### src/rtl/imm_extender_pipe_if.sv
// ---------------------------------------------------------------------------
// imm_extender_pipe_if
// Handshake bundle between an immediate producer, the extender pipe and the
// downstream consumer.
//
// Signals
//   inValid   producer -> pipe   an immediate is on numIn/mode
//   inReady   pipe -> producer   pipe accepts an input this cycle
//   numIn     producer -> pipe   raw immediate field, IN_W bits
//   mode      producer -> pipe   extension mode for numIn
//   outValid  pipe -> consumer   numOut/modeOut hold a valid result
//   outReady  consumer -> pipe   consumer takes the result this cycle
//   numOut    pipe -> consumer   extended immediate, OUT_W bits
//   modeOut   pipe -> consumer   mode that produced numOut
//   level     pipe -> observer   current occupancy, 0..2
//
// Modports
//   slave   the extender pipe itself
//   master  whoever drives the pipe (producer + consumer side)
// ---------------------------------------------------------------------------
interface imm_extender_pipe_if #(
    parameter int IN_W  = 13,
    parameter int OUT_W = 32
);
    logic             inValid;
    logic             inReady;
    logic [IN_W-1:0]  numIn;
    logic [1:0]       mode;
    logic             outValid;
    logic             outReady;
    logic [OUT_W-1:0] numOut;
    logic [1:0]       modeOut;
    logic [1:0]       level;

    modport slave (
        input  inValid,
        input  numIn,
        input  mode,
        input  outReady,
        output inReady,
        output outValid,
        output numOut,
        output modeOut,
        output level
    );

    modport master (
        output inValid,
        output numIn,
        output mode,
        output outReady,
        input  inReady,
        input  outValid,
        input  numOut,
        input  modeOut,
        input  level
    );
endinterface

### src/rtl/imm_extender_pipe.sv
// ---------------------------------------------------------------------------
// imm_extender_pipe
// Extends an IN_W-bit immediate field to OUT_W bits in one of four modes
// (sign, zero, sign then shift-left by SHIFT, upper placement) and buffers
// the results in a two-entry FIFO (head register + skid register) so the
// producer never has to look at the consumer's ready in the same cycle.
//
// Ports
//   clk    single clock, all state changes on the rising edge
//   nRst   synchronous active-low reset
//   bus    imm_extender_pipe_if.slave handshake bundle:
//            inValid/inReady/numIn/mode        input side
//            outValid/outReady/numOut/modeOut  output side
//            level                             occupancy 0..2
//
// Extension modes
//   00 SIGN      numIn sign-extended
//   01 ZERO      numIn zero-extended
//   10 SIGN_SHL  SIGN result shifted left by SHIFT, truncated to OUT_W
//   11 UPPER     numIn in the top IN_W bits, zeros below
// ---------------------------------------------------------------------------
module imm_extender_pipe #(
    parameter int IN_W  = 13,
    parameter int OUT_W = 32,
    parameter int SHIFT = 2
) (
    input  logic                clk,
    input  logic                nRst,
    imm_extender_pipe_if.slave  bus
);

    // Parameter combinations that would make the extension ill-formed are
    // refused at elaboration instead of silently truncating.
    generate
        if ((IN_W < 1) || (SHIFT < 0) || (IN_W >= OUT_W) || (IN_W + SHIFT > OUT_W)) begin : g_bad_params
            $error("imm_extender_pipe: requires IN_W < OUT_W and IN_W+SHIFT <= OUT_W");
        end
    endgenerate

    localparam int PAD_W = OUT_W - IN_W;

    typedef enum logic [1:0] {
        EMPTY = 2'd0,
        ONE   = 2'd1,
        FULL  = 2'd2
    } occ_state_t;

    typedef enum logic [1:0] {
        MODE_SIGN     = 2'b00,
        MODE_ZERO     = 2'b01,
        MODE_SIGN_SHL = 2'b10,
        MODE_UPPER    = 2'b11
    } ext_mode_t;

    occ_state_t       state;
    occ_state_t       state_next;

    logic             in_ready;
    logic             out_valid;
    logic [1:0]       occupancy;
    logic             push;
    logic             pop;

    logic             load_head_new;
    logic             load_head_skid;
    logic             load_skid;

    logic [OUT_W-1:0] sign_ext;
    logic [OUT_W-1:0] zero_ext;
    logic [OUT_W-1:0] shl_ext;
    logic [OUT_W-1:0] upper_ext;
    logic [OUT_W-1:0] ext_value;

    logic [OUT_W-1:0] head_num;
    logic [1:0]       head_mode;
    logic [OUT_W-1:0] skid_num;
    logic [1:0]       skid_mode;

    // Extension is purely combinational on the input side; only the
    // finished value is stored, so the output side is a plain register.
    always_comb begin
        sign_ext  = {{PAD_W{bus.numIn[IN_W-1]}}, bus.numIn};
        zero_ext  = {{PAD_W{1'b0}}, bus.numIn};
        shl_ext   = sign_ext << SHIFT;
        upper_ext = {bus.numIn, {PAD_W{1'b0}}};
        ext_value = sign_ext;
        case (ext_mode_t'(bus.mode))
            MODE_SIGN:     ext_value = sign_ext;
            MODE_ZERO:     ext_value = zero_ext;
            MODE_SIGN_SHL: ext_value = shl_ext;
            MODE_UPPER:    ext_value = upper_ext;
            default:       ext_value = sign_ext;
        endcase
    end

    // Handshake qualifiers; inReady is derived from occupancy only, never
    // from outReady, which keeps the two sides free of a combinational path.
    assign push = bus.inValid && in_ready;
    assign pop  = out_valid && bus.outReady;

    // Occupancy state register; reset wins over any push or pop.
    always_ff @(posedge clk) begin
        if (!nRst) begin
            state <= EMPTY;
        end else begin
            state <= state_next;
        end
    end

    // Occupancy next-state. FULL cannot push because inReady is low there.
    always_comb begin
        state_next = state;
        case (state)
            EMPTY: begin
                if (push) begin
                    state_next = ONE;
                end
            end
            ONE: begin
                if (push && !pop) begin
                    state_next = FULL;
                end else if (pop && !push) begin
                    state_next = EMPTY;
                end
            end
            FULL: begin
                if (pop) begin
                    state_next = ONE;
                end
            end
            default: state_next = EMPTY;
        endcase
    end

    // Handshake outputs and datapath load enables. A push into an empty
    // head (EMPTY, or ONE with a simultaneous pop) goes straight to the head;
    // a push behind a held head lands in the skid; a pop from FULL promotes
    // the skid entry to the head.
    always_comb begin
        in_ready       = 1'b0;
        out_valid      = 1'b0;
        occupancy      = 2'd0;
        load_head_new  = 1'b0;
        load_head_skid = 1'b0;
        load_skid      = 1'b0;
        case (state)
            EMPTY: begin
                in_ready      = nRst;
                occupancy     = 2'd0;
                load_head_new = push;
            end
            ONE: begin
                in_ready      = nRst;
                out_valid     = 1'b1;
                occupancy     = 2'd1;
                load_head_new = push && pop;
                load_skid     = push && !pop;
            end
            FULL: begin
                out_valid      = 1'b1;
                occupancy      = 2'd2;
                load_head_skid = pop;
            end
            default: begin
                occupancy = 2'd0;
            end
        endcase
    end

    // Head and skid storage; both entries are cleared on reset so a fresh
    // start shows an all-zero result with mode 00.
    always_ff @(posedge clk) begin
        if (!nRst) begin
            head_num  <= '0;
            head_mode <= 2'b00;
            skid_num  <= '0;
            skid_mode <= 2'b00;
        end else begin
            if (load_head_new) begin
                head_num  <= ext_value;
                head_mode <= bus.mode;
            end else if (load_head_skid) begin
                head_num  <= skid_num;
                head_mode <= skid_mode;
            end
            if (load_skid) begin
                skid_num  <= ext_value;
                skid_mode <= bus.mode;
            end
        end
    end

    assign bus.inReady  = in_ready;
    assign bus.outValid = out_valid;
    assign bus.numOut   = head_num;
    assign bus.modeOut  = head_mode;
    assign bus.level    = occupancy;

endmodule

### src/flat_wrapper.sv
// flat-port wrapper written by rule: the top's interface ports become plain ports
module imm_extender_pipe_flat 
#(
    parameter int IN_W  = 13,
    parameter int OUT_W = 32,
    parameter int SHIFT = 2
)
  (clk, nRst, bus_inValid, bus_numIn, bus_mode, bus_outReady, bus_inReady, bus_outValid, bus_numOut, bus_modeOut, bus_level);
  imm_extender_pipe_if #(.IN_W(IN_W), .OUT_W(OUT_W)) bus_i ();
  input  logic clk;
  input  logic nRst;
  input wire logic [$bits(bus_i.inValid)-1:0] bus_inValid;
  input wire logic [$bits(bus_i.numIn)-1:0] bus_numIn;
  input wire logic [$bits(bus_i.mode)-1:0] bus_mode;
  input wire logic [$bits(bus_i.outReady)-1:0] bus_outReady;
  output wire logic [$bits(bus_i.inReady)-1:0] bus_inReady;
  output wire logic [$bits(bus_i.outValid)-1:0] bus_outValid;
  output wire logic [$bits(bus_i.numOut)-1:0] bus_numOut;
  output wire logic [$bits(bus_i.modeOut)-1:0] bus_modeOut;
  output wire logic [$bits(bus_i.level)-1:0] bus_level;
  assign bus_i.inValid = bus_inValid;
  assign bus_i.numIn = bus_numIn;
  assign bus_i.mode = bus_mode;
  assign bus_i.outReady = bus_outReady;
  assign bus_inReady = bus_i.inReady;
  assign bus_outValid = bus_i.outValid;
  assign bus_numOut = bus_i.numOut;
  assign bus_modeOut = bus_i.modeOut;
  assign bus_level = bus_i.level;
  imm_extender_pipe #(.IN_W(IN_W), .OUT_W(OUT_W), .SHIFT(SHIFT)) u_core (.clk(clk), .nRst(nRst), .bus(bus_i));
endmodule
### config.mk
export PLATFORM = sky130hd
export DESIGN_NAME = imm_extender_pipe_flat
export DESIGN_NICKNAME = d
export VERILOG_FILES = /design/src/rtl/imm_extender_pipe_if.sv /design/src/rtl/imm_extender_pipe.sv /design/src/flat_wrapper.sv
export SDC_FILE = /design/constraint.sdc
export NUM_CORES = 1
export LEC_CHECK = 0
export BUFFER_PORTS_ARGS = -buffer_cell sky130_fd_sc_hd__buf_2
export CORE_MARGIN = 2
export CORE_UTILIZATION = 36
export DETAILED_ROUTE_END_ITERATION = 8
export GPL_TIMING_DRIVEN = 0
export PLACE_DENSITY = 0.61
export SKIP_LAST_GASP = 1
export SLEW_MARGIN = 20
export SYNTH_ARGS = -nofsm -noshare
export SYNTH_HDL_FRONTEND = slang
export SYNTH_SLANG_ARGS = --single-unit
export TNS_END_PERCENT = 20
### constraint.sdc
create_clock -name clk -period 1.6 [get_ports clk]
set_input_delay 0.16 -clock clk [delete_from_list [all_inputs] [get_ports clk]]
set_output_delay 0.16 -clock clk [all_outputs]
set_load 0.03 [all_outputs]
* Yosys cells after proc, flatten, opt, wreduce, memory -nomap -nowiden
Index checks and enable logic that the tools add are counted.
Widths: inputs -> output; s select.
** Operators by class
- $mul :: 0
- Shift operators :: 0
- Add/sub/neg operators :: 0
- $lt $le $gt $ge :: 0
- Equal/unequal tests :: 8
- Bitwise logic cells :: 0
- Div/mod/pow operators :: 0
- Multiplexer cells :: 16
- Reductions and logical operators :: 13
** Operators by type and width (count)
- $pmux 32 s4 :: 1
- $mux 32 :: 2
- $mux 2 :: 6
- $eq 2x2->1 const B :: 3
- $pmux 2 s3 :: 1
- $logic_and 1x1->1 :: 5
- $eq 2x1->1 const B :: 2
- $logic_not 2->1 :: 2
- $mux 1 :: 4
- $ne 2x1->1 const B :: 2
- $pmux 2 s2 :: 1
- $reduce_or 2->1 :: 2
- $ne 3x1->1 const B :: 1
- $reduce_and 3->1 :: 1
- $logic_not 1->1 :: 2
- $pmux 1 s2 :: 1
- $reduce_bool 2->1 :: 1
** Storage, ports and cells
- Memory bits (writable) :: 0
- Register bits after elaboration :: 70
- Output and inout bits :: 38
- Bits in read-only memories :: 0
- Memories :: 0
- Logic and storage cells :: 42
- Bits in latches :: 0

* Logic depth before layout (Yosys ltp)
Gate-level depths: netlist of the first run.
- Word-level depth :: 9
- Depth in mapped cells :: 8

* Worst setup path after synthesis of the first run
OpenSTA, ideal clock, no wires.
- Path type :: register to register
- Start :: reg u_core.state[0]
- End :: reg u_core.head_num[10], in the netlist u_core.bus.numOut[10]
- Arrival time :: 1.787 ns
- Slack :: -0.332 ns
- Stages on the path, launching flop included :: 8
- Path buffers :: 1
- Cell sequence :: dfxtp_1 -> inv_1 -> ha_1 -> nand3_1 -> buf_2 -> mux2_2 -> nor2_1 -> a211oi_2
** Between the ends
- Longest elaborated chain between the ends :: 7
- Elaborated cells between the ends (all ways) :: 14
- Those cells by class :: eq/ne (2); mux (5); reduce/logical (7)
** Ends and longest elaborated chain
- start, declared :: line imm_extender_pipe.sv:55 : occ_state_t state;
- start signal, assigned :: line imm_extender_pipe.sv:106 : state <= state_next;
- $eq 2x1->1 / $eq 2x2->1 (equally long branches) :: line imm_extender_pipe.sv:146 : case (state)
- $reduce_or 2->1 (no line) (*)
- $mux 1 (*) :: line imm_extender_pipe.sv:146
- net bus_outValid :: line flat_wrapper.sv:17 : output wire logic [$bits(bus_i.outValid)-1:0] bus_outValid;
- $logic_and 1x1->1 (*) :: line imm_extender_pipe.sv:99 : assign pop = out_valid && bus.outReady;
- $logic_and 1x1->1 :: line imm_extender_pipe.sv:156 : load_head_new = push && pop;
- $pmux 1 s2 :: line imm_extender_pipe.sv:146
- $mux 32 / $reduce_bool 2->1 (equally long branches)
- end signal, assigned :: line imm_extender_pipe.sv:180 : head_num <= ext_value;
- end signal, assigned :: line imm_extender_pipe.sv:183 : head_num <= skid_num;
- end, declared :: line imm_extender_pipe.sv:74 : logic [OUT_W-1:0] head_num;
Mark *: on every way through the listed nets, which the timed path passes. The rest lies on a longest branch.
A chain may end at the register's enable or synchronous reset.

* Final worst setup path of the first run
- Start :: reg u_core.state[1]
- End :: reg u_core.skid_num[25]
** Between the ends
- Longest elaborated chain between the ends :: 7
- Elaborated cells between the ends (all ways) :: 12
- Those cells by class :: eq/ne (2); mux (3); reduce/logical (7)
** Ends and longest elaborated chain
- $eq 2x1->1 / $eq 2x2->1 (equally long branches) :: line imm_extender_pipe.sv:146
- $reduce_or 2->1 (no line)
- $mux 1 :: line imm_extender_pipe.sv:146
- $logic_and 1x1->1 :: line imm_extender_pipe.sv:99
- $logic_not 1->1 :: line imm_extender_pipe.sv:157 : load_skid = push && !pop;
- $logic_and 1x1->1 :: line imm_extender_pipe.sv:157
- $mux 1 (*) :: line imm_extender_pipe.sv:146
- end signal, assigned :: line imm_extender_pipe.sv:187 : skid_num <= ext_value;
- end, declared :: line imm_extender_pipe.sv:76 : logic [OUT_W-1:0] skid_num;
Mark *: on every way between the ends. The rest lies on a longest branch, timed or not.

==> impl_metrics.ini, run 1 <==
[sta]
tightestPinTransition_ns = 0.890
post-route-worst-setup-slack_ns = -0.118
fin_hold_ws_ns = 0.126
unrepaired_setup_endpoints_after_global_routing = true
setup_viol = 61
finalMaxSlewViolations = 0
ratio_of_final_minimum_period_to_clock_period_pct = 107
fin_skew_ns = 0.00522
fmaxAchievable_ghz = 0.582
fin_crit_ns = 1.72
timing.slew.headroom_pct = 40.7
hold_viol_final = 0

[setup_path]
max_fanout_on_critical_path = 6
crit_arrival_ns = 1.97
worst_setup_path_end_kind = register
setup.reg_to_reg.worst_slack_ns = -0.12
timing.setup.critical_path_class = register to register
worstReg2RegStart = u_core.state[1]$_SDFFE_PN0P_
timing.critical_path.slowest_cell_delay_ns = 0.34
cp_num_buf_inv = 4
crit_path_cell_trace = inv_4, buf_4, ha_4, a21boi_4, nor2b_4, buf_12, clkbuf_16, nor2_1, a211oi_2
worst_path_max_delay_cell = dfxtp_2
setup.worst_path.start_class = register
r2r_cells = 9
worstReg2RegEnd = u_core.skid_num[25]$_SDFFE_PN0P_
worst_ep_required_time_ns = 1.86
timing.critical_path.max_delay_family = buffers and inverters

[floorplan]
die-width_um = 96.9
site_row_count = 33
io_pins = 57
coreArea_um2 = 8300
chipHeight_um = 96.9
floorplan.initialDensity_pct = 37.4
die_area_um2 = 9390

[cells_and_area]
regArea_um2 = 1250
layout.nets = 433
final_area_um2 = 4170
num-fill-cells = 799
syn2layout_area_growth_pct = 34.2
ratio_of_cells_with_drive_above_1_in_the_final_layout_pct = 46.0
multiInputGateArea_um2 = 1730
antenna_cells = 0

[power]
static-leakage-power_nw = 1.73
power.density_nw_per_um2 = 1350
worst_ir_drop_on_vdd_uv = 474

[synth]
synth_fp_nets = 348
syn_inst = 324
syn-cell-area_um2 = 3110
synth.area.top_cells = dfxtp_1, a211oi_2, mux2_2
synthesis.area_per_instance_um2 = 9.59
synth_top_area_share_pct = 39.9
synth-seq-area-share_pct = 39.9
yosysWarnings = 0
synth_cell_types = 27
ys_seq_elements = 62
netlist.top_cell.by_area = dfxtp_1

[detailed_routing]
route.vias.total = 2673
antenna_left = 0
initialDrtViolationCount = 108
viasPerCell = 5.16
first_pass_iters = 4
routed_wl_um = 8990
drt_drc_violations_left = 0
routed_wire_length_per_instance_um = 17.3

[clock_tree]
tritoncts.num_buffers = 9
clock_tree_from_tritoncts = yes
clk_latency_ns = 0.34
cts.root.buffer_cell = clkbuf_8
clk_pin_slew_ns = 0.07
max-clock-path-buffers = 2
clock-sinks = 62
cts-htree-levels = 3

[placed_design]
dpl-instance-area_um2 = 3570
hpwlAfterDp_um = 5840
place_congestion = 0.810
portBuffers = 55

[status]
run_status = finished with violations
violations = negative setup slack

[job]
max-cap-violations = 0

[global_route]
grt.met2_usage_pct = 30.3
gr-max-usage-layer = met2
gr-total-overflow = 0
grt_pass1_wl_um = 13600
met3_layer_usage_reported_by_global_route_pct = 3.32
grt_max_degree = 11
grt_util_all_layers_pct = 18.3
grt_pass1_vias = 2655
gr-usage-met1_pct = 23.4
initial_antenna_violation_count = 0

[hold_path]
hold_path_class = input pin to register
worstHoldStart = bus_mode[0]
timing.hold.worst_endpoint = u_core.skid_mode[0]$_SDFFE_PN0P_
hold-path-cell-count = 3
## layer usage
layer	wire [um]	part of all wire (%)
met1	3950	44
met2	4500	50
met3	345	3.8
met4	187	2.1
met5	0	0
## per-stage QoR
stage               utilization [%]  worst slack [ns]  setup TNS, ns  power [mW]  std cells
finish                         50.3            -0.118          -4.70        5.64        518
global route                   50.3            -0.194          -8.90        5.91        518
CTS                            47.6           -0.0818          -3.40        5.46        507
detailed placement             43.0            -0.163          -6.61        3.71        484
global placement               43.0            -0.149          -4.90        3.67        484
floorplan                         -         -0.000810       -0.00879        3.29        324
## worst max path at each step
stage / from / to / slack, ns / cells past startpoint
6_report: u_core.state[1]$_SDFFE_PN0P_ / u_core.skid_num[25]$_SDFFE_PN0P_ / -0.12 / 9
5_1_grt: u_core.state[1]$_SDFFE_PN0P_ / u_core.skid_num[19]$_SDFFE_PN0P_ / -0.19 / 9
3_3_place_gp: u_core.state[0]$_SDFFE_PN0P_ / u_core.bus.numOut[23]$_SDFFE_PN0P_ / -0.15 / 7
3_5_place_dp: u_core.state[0]$_SDFFE_PN0P_ / u_core.bus.numOut[23]$_SDFFE_PN0P_ / -0.16 / 7
4_1_cts: u_core.state[0]$_SDFFE_PN0P_ / u_core.bus.numOut[27]$_SDFFE_PN0P_ / -0.08 / 7
2_1_floorplan: u_core.state[1]$_SDFFE_PN0P_ / u_core.bus.numOut[25]$_SDFFE_PN0P_ / -0.0008 / 7
## report_power, final
group	switching (mW)	leakage [nW]	total (mW)	internal (mW)
Clock	0.610	0.115	1.56	0.948
Sequential	0.118	0.507	1.89	1.77
Combinational	1.22	1.11	2.19	0.970
## area by class of cell
cell class | count | area share (%)
Inverter | 5 | 0.510
Timing Repair Buffer | 74 | 12.5
Tap cell | 105 | 3.15
Multi-Input combinational cell | 226 | 41.4
Buffer | 31 | 7.29
Sequential cell | 62 | 29.9
Clock inverter | 4 | 1.68
Clock buffer | 11 | 3.63
## cells in the mapped netlist (all sizes together)
library cell   n
and2           1
dfxtp         62
a21boi         1
a211oi        51
mux2i         10
and3           2
nand3          5
buf           25
ha             5
nor2b         15
a21oi         31
clkbuf         6
a31o           1
nand2b         2
nor2          54
o21ai          3
mux2          23
o211ai         1
inv            5
or3            3
nand2         18
## sequential cells by signal, indices dropped and copies added, names as in the netlist
register            cells
u_core.skid_num        28
u_core.bus.numOut      28
u_core.state            2
u_core.bus.modeOut      2
u_core.skid_mode        2
## worst reg2reg max path, cell delays in order, from the launching register on
cell and delay, ns:
dfxtp_2 0.34, inv_4 0.07, buf_4 0.12, ha_4 0.13, a21boi_4 0.20, nor2b_4 0.25, buf_12 0.17, clkbuf_16 0.15
nor2_1 0.04, a211oi_2 0.18
## cell families after synthesis
group	share of synthesized area [%]
AND/OR/NAND/NOR	14.3
buffers and inverters	6.76
adder cells (fa/ha/maj)	2.01
AO/OA/AOI/OAI	25.4
flip-flops	39.9
multiplexers	11.6
## cell usage in the layout (no fill, tap or decap), types with 5 or more instances in the layout
cell type / count
a21oi_1: 31
buf_4: 17
mux2_1: 5
buf_2: 62
mux2i_1: 10
a211oi_1: 8
nor2b_1: 13
nand2_1: 18
mux2_2: 18
clkbuf_1: 5
nor2_1: 53
clkbuf_8: 11
a211oi_2: 43
buf_8: 6
dfxtp_1: 60
buf_12: 5
## what timing repair did
| item | 4_1_cts | 5_1_grt |
|---|---|---|
| pin swaps | 5 | 12 |
| buffers inserted | 7 | 7 |
| resized for setup | 17 | 19 |
| cloned | 1 | 4 |
| endpoints found under the setup margin | 61 | 62 |
| hold buffers | 0 | 0 |
Power figures use the tool's default switching activity.
==> run 2: changes to the inputs <==
--- a/config.mk
+++ b/config.mk
@@ -5,6 +5,7 @@
 export SDC_FILE = /design/constraint.sdc
 export NUM_CORES = 1
 export LEC_CHECK = 0
+export ABC_AREA = 1
 export BUFFER_PORTS_ARGS = -buffer_cell sky130_fd_sc_hd__buf_2
 export CORE_MARGIN = 2
 export CORE_UTILIZATION = 36
==> run 2 against run 1 <==
  * The run now ends clean
  * Synthesized area fell by 6.6%
  * Clock power is 17% lower
  * First-iteration DRC count increased by 72%
  * Maximum frequency rose by 7.9%
  * Global-route usage rose by 0.91 points
  * Critical endpoint is now u_core.bus.numOut[30]$_SDFFE_PN0P_
  * Largest cell class unchanged
==> impl_metrics.ini, run 2 <==
[clock_tree]
quantity_of_hold_fixing_buffers_added_after_cts = 0
cts.root.buffer_cell = clkbuf_8
cts-htree-levels = 3
clk_latency_ns = 0.34
tritoncts.num_buffers = 9
clk_pin_slew_ns = 0.07
clock-sinks = 62
max-clock-path-buffers = 2
clock_tree_from_tritoncts = yes

[setup_path]
worst_ep_required_time_ns = 1.83
setup.reg_to_reg.worst_slack_ns = 0.009
worstReg2RegStart = u_core.state[0]$_SDFFE_PN0P_
crit_arrival_ns = 1.83
cp-startpoint = u_core.state[0]$_SDFFE_PN0P_
max_fanout_on_critical_path = 10
timing.setup.critical_path_class = register to register
worst_setup_path_end_kind = register
setup.worst_path.start_class = register

[floorplan]
die-width_um = 93.8
die_area_um2 = 8790
coreArea_um2 = 7770
chipHeight_um = 93.8
floorplan.initialDensity_pct = 37.4
io_pins = 57
site_row_count = 32

[placed_design]
place_congestion = 0.798
dpl-instance-area_um2 = 3340
portBuffers = 55
placed_cells_incl_taps = 581
placement.setup.worst_slack_ns = -0.286
hpwlAfterDp_um = 5830

[global_route]
gr-total-overflow = 0
grt_util_all_layers_pct = 19.2
grt_max_degree = 11
initial_antenna_violation_count = 0
grt_pass1_vias = 2714
grt_pass1_wl_um = 12900

[sta]
timing.slew.headroom_pct = 57.6
fin_crit_ns = 1.59
unrepaired_setup_endpoints_after_global_routing = true
setup_viol = 0
tightestPinTransition_ns = 0.636
fin_hold_ws_ns = 0.147
hold_viol_final = 0
post-route-worst-setup-slack_ns = 0.00871
fin_skew_ns = 0.00601
ratio_of_final_minimum_period_to_clock_period_pct = 99.5
setup_total_negative_slack_ns = 0
finalMaxSlewViolations = 0
fmaxAchievable_ghz = 0.628

[cells_and_area]
layout.nets = 518
final_core_utilization_pct = 47.7
layout.cells.most_common = nand2_1
ratio_of_cells_with_drive_above_1_in_the_final_layout_pct = 25.5
antenna_cells = 0
final_area_um2 = 3700
num-fill-cells = 819
layout.cells.most_common_list = nand2_1, nor2_1, buf_2
syn2layout_area_growth_pct = 27.6
post_layout_nonfiller_instances = 601

[detailed_routing]
drt_drc_violations_left = 0
routed_wl_um = 8140
route.vias.total = 3010
routed_wire_length_per_instance_um = 13.5
viasPerCell = 5.01
antenna_left = 0
first_pass_iters = 5
initialDrtViolationCount = 186

[synth]
syn-cell-area_um2 = 2900
synth-seq-area-share_pct = 42.8
synth_cell_types = 23
synthesis.area_per_instance_um2 = 6.84
yosysWarnings = 0
ys_seq_elements = 62
netlist.top_cell.by_area = dfxtp_1
number_of_enable_flip_flop_cells_after_synthesis = 0
synth_top_area_share_pct = 42.8
synth_fp_nets = 448
syn_inst = 424
netlist_top_cells_count = nand2_1, nor2_1, dfxtp_1, o21ai_0, inv_1
postSynth.asyncResetShare_pct = 0
ys_dominant_reg_cell = dfxtp_1
synth_most_common_cell = nand2_1
synth.area.top_cells = dfxtp_1, nand2_1, nor2_1

[status]
run_status = finished, final reports clean

[power]
static-leakage-power_nw = 1.64
total_power_mw = 5.58
power.density_nw_per_um2 = 1510
worst_ir_drop_on_vdd_uv = 1260

[hold_path]
hold_path_class = input pin to register
worstHoldStart = bus_mode[0]

[job]
max-cap-violations = 0
-- run 2: cell type report --
type / count / area [um^2] / area share (%)
plain buffers: 33 / 251 / 6.79
clock buffers: 13 / 169 / 4.56
clock inverters: 3 / 17.5 / 0.473
inverters: 29 / 121 / 3.28
multi-input cells: 300 / 1470 / 39.7
flip-flops and latches: 62 / 1250 / 33.6
well taps: 102 / 128 / 3.45
repair buffers: 59 / 300 / 8.11
-- run 2: cell families (layout without fill, tap and decap cells) --
kind of cell | count (synthesis) | count (layout) | synth area share, %
AND/OR/NAND/NOR | 194 | 194 | 26.5
AO/OA/AOI/OAI | 101 | 101 | 18.7
flip-flops | 62 | 62 | 42.8
buffers and inverters | 62 | 137 | 9.87
adder cells (fa/ha/maj) | 5 | 5 | 2.16
-- run 2: path summary, 6_finish.rpt --
path                                        end  depth (start not counted)
max          u_core.bus.numOut[30]$_SDFFE_PN0P_                          9
min            u_core.skid_mode[0]$_SDFFE_PN0P_                          3
max reg2reg  u_core.bus.numOut[30]$_SDFFE_PN0P_                          9
min reg2reg    u_core.skid_num[23]$_SDFFE_PN0P_                          2
-- run 2: routing by layer --
| metal | part of all wire [%] | vias to the layer above | GRT usage [%] |
|---|---|---|---|
| met2 | 46 | 110 | 30.0 |
| met5 | 0 | - | 0 |
| li1 | - | 1502 | - |
| met4 | 2.1 | 0 | 8.21 |
| met1 | 45 | 1382 | 25.2 |
| met3 | 6.4 | 16 | 4.49 |
-- run 2: what timing repair did --
| item | CTS | global route |
|---|---|---|
| gates resized for setup | 24 | 38 |
| pin swaps | 0 | 3 |
| setup endpoints to repair | 62 | 61 |
| setup buffers | 0 | 2 |
| cloned | 0 | 2 |
-- run 2: power by group --
group / leakage, nW / total, mW / switching, mW / internal [mW]
registers: 0.505 / 1.94 / 0.141 / 1.80
clock network: 0.0954 / 1.29 / 0.607 / 0.684
logic: 1.03 / 2.35 / 1.52 / 0.835
total: 1.64 / 5.58 / 2.27 / 3.32
-- run 2: worst max-delay path: stages (launching register included) --
cell	delay (ns)
dfxtp_4	0.38
inv_2	0.06
ha_4	0.29
nand2_8	0.07
nand2_2	0.06
nand3_2	0.10
buf_6	0.16
buf_6	0.14
o21ai_1	0.15
nor2_1	0.05
==> run 3: changes to the inputs <==
--- a/config.mk
+++ b/config.mk
@@ -7,11 +7,14 @@
 export LEC_CHECK = 0
 export ABC_AREA = 1
 export BUFFER_PORTS_ARGS = -buffer_cell sky130_fd_sc_hd__buf_2
+export CELL_PAD_IN_SITES_DETAIL_PLACEMENT = 1
+export CELL_PAD_IN_SITES_GLOBAL_PLACEMENT = 1
 export CORE_MARGIN = 2
-export CORE_UTILIZATION = 36
+export CORE_UTILIZATION = 35
 export DETAILED_ROUTE_END_ITERATION = 8
 export GPL_TIMING_DRIVEN = 0
-export PLACE_DENSITY = 0.61
+export PLACE_DENSITY = 0.79
+export SETUP_SLACK_MARGIN = 0.1
 export SKIP_LAST_GASP = 1
 export SLEW_MARGIN = 20
 export SYNTH_ARGS = -nofsm -noshare
==> run 3 against run 2 <==
  * Design area grew 6.0%
  * Maximum frequency grew 1.3%
  * Clock skew is essentially flat
  * Routed wire length grew 17%
  * Count of clock-buffer cells in the layout is the same
  * Die area grew 2.7%
  * First-iteration DRC count shrank 27%
  * Global-route usage grew 3.4 points
  * Combinational power grew 15%
  * Sequential share of layout area shrank 1.8 points
  * Core utilization grew 0.57 points
  * Largest cell class unchanged
==> impl_metrics.ini, run 3 (synthesis gave the netlist of run 2 again) <==
[placed_design]
place_congestion = 0.894
portBuffers = 55
hpwlAfterDp_um = 6620
placement.setup.worst_slack_ns = -0.136

[clock_tree]
clk_pin_slew_ns = 0.07
quantity_of_hold_fixing_buffers_added_after_cts = 0
max-clock-path-buffers = 2
clk_latency_ns = 0.35
cts-htree-levels = 3
clock_tree_from_tritoncts = yes
cts.root.buffer_cell = clkbuf_8
clock-sinks = 62
tritoncts.num_buffers = 9

[cells_and_area]
layout.cells.most_common = nand2_1
layout.cells.most_common_list = nand2_1, nor2_1, dfxtp_1
syn2layout_area_growth_pct = 35.3
antenna_cells = 0
ratio_of_cells_with_drive_above_1_in_the_final_layout_pct = 28.6
layout.nets = 524

[detailed_routing]
route.vias.total = 3092
drt_drc_violations_left = 0
initialDrtViolationCount = 135
routed_wire_length_per_instance_um = 15.7
antenna_left = 0
routed_wl_um = 9520
viasPerCell = 5.09
first_pass_iters = 4

[setup_path]
crit_arrival_ns = 1.85
r2r_cells = 9
timing.setup.critical_path_class = register to register
cp_common_cell = nor2_4
worst_path_max_delay_cell = dfxtp_4
worst_ep_required_time_ns = 1.88
worst_setup_path_end_kind = register
timing.critical_path.slowest_cell_delay_ns = 0.36
crit_path_cell_trace = inv_6, ha_4, nor2_4, nor2_4, nand4_4, clkinv_4, buf_8, nand2_1, a21oi_1
max_fanout_on_critical_path = 10
setup.worst_path.start_class = register

[sta]
fin_skew_ns = 0.00595
post-route-worst-setup-slack_ns = 0.0295
hold_viol_final = 0
timing.slew.headroom_pct = 57.1
finalMaxSlewViolations = 0
unrepaired_setup_endpoints_after_global_routing = true
fmaxAchievable_ghz = 0.637
setup_viol = 0
ratio_of_final_minimum_period_to_clock_period_pct = 98.2
fin_crit_ns = 1.57
tightestPinTransition_ns = 0.643

[global_route]
gr-total-overflow = 0
grt_max_degree = 11
initial_antenna_violation_count = 0
grt_pass1_vias = 3145
grt_pass1_wl_um = 15600
grt_util_all_layers_pct = 22.6

[floorplan]
io_pins = 57
die_area_um2 = 9030
chipHeight_um = 95.1
site_row_count = 33
floorplan.initialDensity_pct = 35.7
coreArea_um2 = 8130
die-width_um = 95.1

[power]
clockPowerShare_pct = 21.4
net-switching-power_mw = 2.44
total_power_mw = 5.94
power.sequential.fraction_pct = 32.9
cellInternalPower_mw = 3.50
netSwitchingFraction_pct = 41.0
power.density_nw_per_um2 = 1510
power.share.combinational_pct = 45.7
static-leakage-power_nw = 1.74
worst_ir_drop_on_vdd_uv = 967

[hold_path]
hold_path_class = input pin to register
hold-path-cell-count = 3

[job]
max-cap-violations = 0

[status]
run_status = finished, final reports clean
-- run 3: critical path: cells and delay by family, from the launching register on --
family                   cells  cell delay, ns
buffers and inverters        3            0.35
adder cells (fa/ha/maj)      1            0.17
AO/OA/AOI/OAI                1            0.13
flip-flops                   1            0.36
AND/OR/NAND/NOR              4            0.46
-- run 3: final cells by class --
class / instances / area, um^2
Fill cell: 1025 / 4210
Multi-Input combinational cell: 300 / 1560
Sequential cell: 62 / 1250
Timing Repair Buffer: 65 / 385
Buffer: 33 / 289
Clock buffer: 13 / 169
Inverter: 29 / 139
Tap cell: 105 / 131
Clock inverter: 1 / 5.00
-- run 3: per-layer routing --
metal	up-vias	part of all wire (%)	GRT usage (%)
met5	-	0	0
met4	0	1.7	8.57
met3	12	5.0	3.95
met2	71	49	38.2
met1	1488	44	28.7
li1	1521	-	-
-- run 3: power groups by stage --
stage | Combinational, mW | Sequential (mW) | Clock (mW)
floorplan | 1.42 | 2.29 | 0
global placement | 2.21 | 1.98 | 0
detailed placement | 2.26 | 1.99 | 0
CTS | 2.48 | 1.95 | 1.29
global route | 2.98 | 1.99 | 1.37
finish | 2.71 | 1.95 | 1.27
-- run 3: path summary, 6_finish.rpt --
path                                     from                               end  slack, ns
max              u_core.state[1]$_SDFFE_PN0P_  u_core.skid_num[29]$_SDFFE_PN0P_       0.03
min                               bus_mode[0]  u_core.skid_mode[0]$_SDFFE_PN0P_       0.10
max reg2reg      u_core.state[1]$_SDFFE_PN0P_  u_core.skid_num[29]$_SDFFE_PN0P_       0.03
min reg2reg  u_core.skid_num[23]$_SDFFE_PN0P_  u_core.skid_num[23]$_SDFFE_PN0P_       0.47
-- run 3: timing repair --
item,in CTS,in global routing
cloned,2,1
gates resized for setup,32,52
buffers inserted,2,5
setup endpoints to repair,62,63
endpoints found under the hold margin,0,0
pin swaps,4,10
-- run 3: metrics by stage --
step	cells	cell area, um^2	hold slack (ns)	util, %	setup TNS [ns]
global route	608	3930	0.143	48.3	-1.35
finish	608	3930	0.104	48.3	0
floorplan	424	3000	0.327	-	0
CTS	602	3720	0.114	45.8	0
global placement	584	3400	0.456	41.8	-1.11
detailed placement	584	3400	0.459	41.8	-2.85
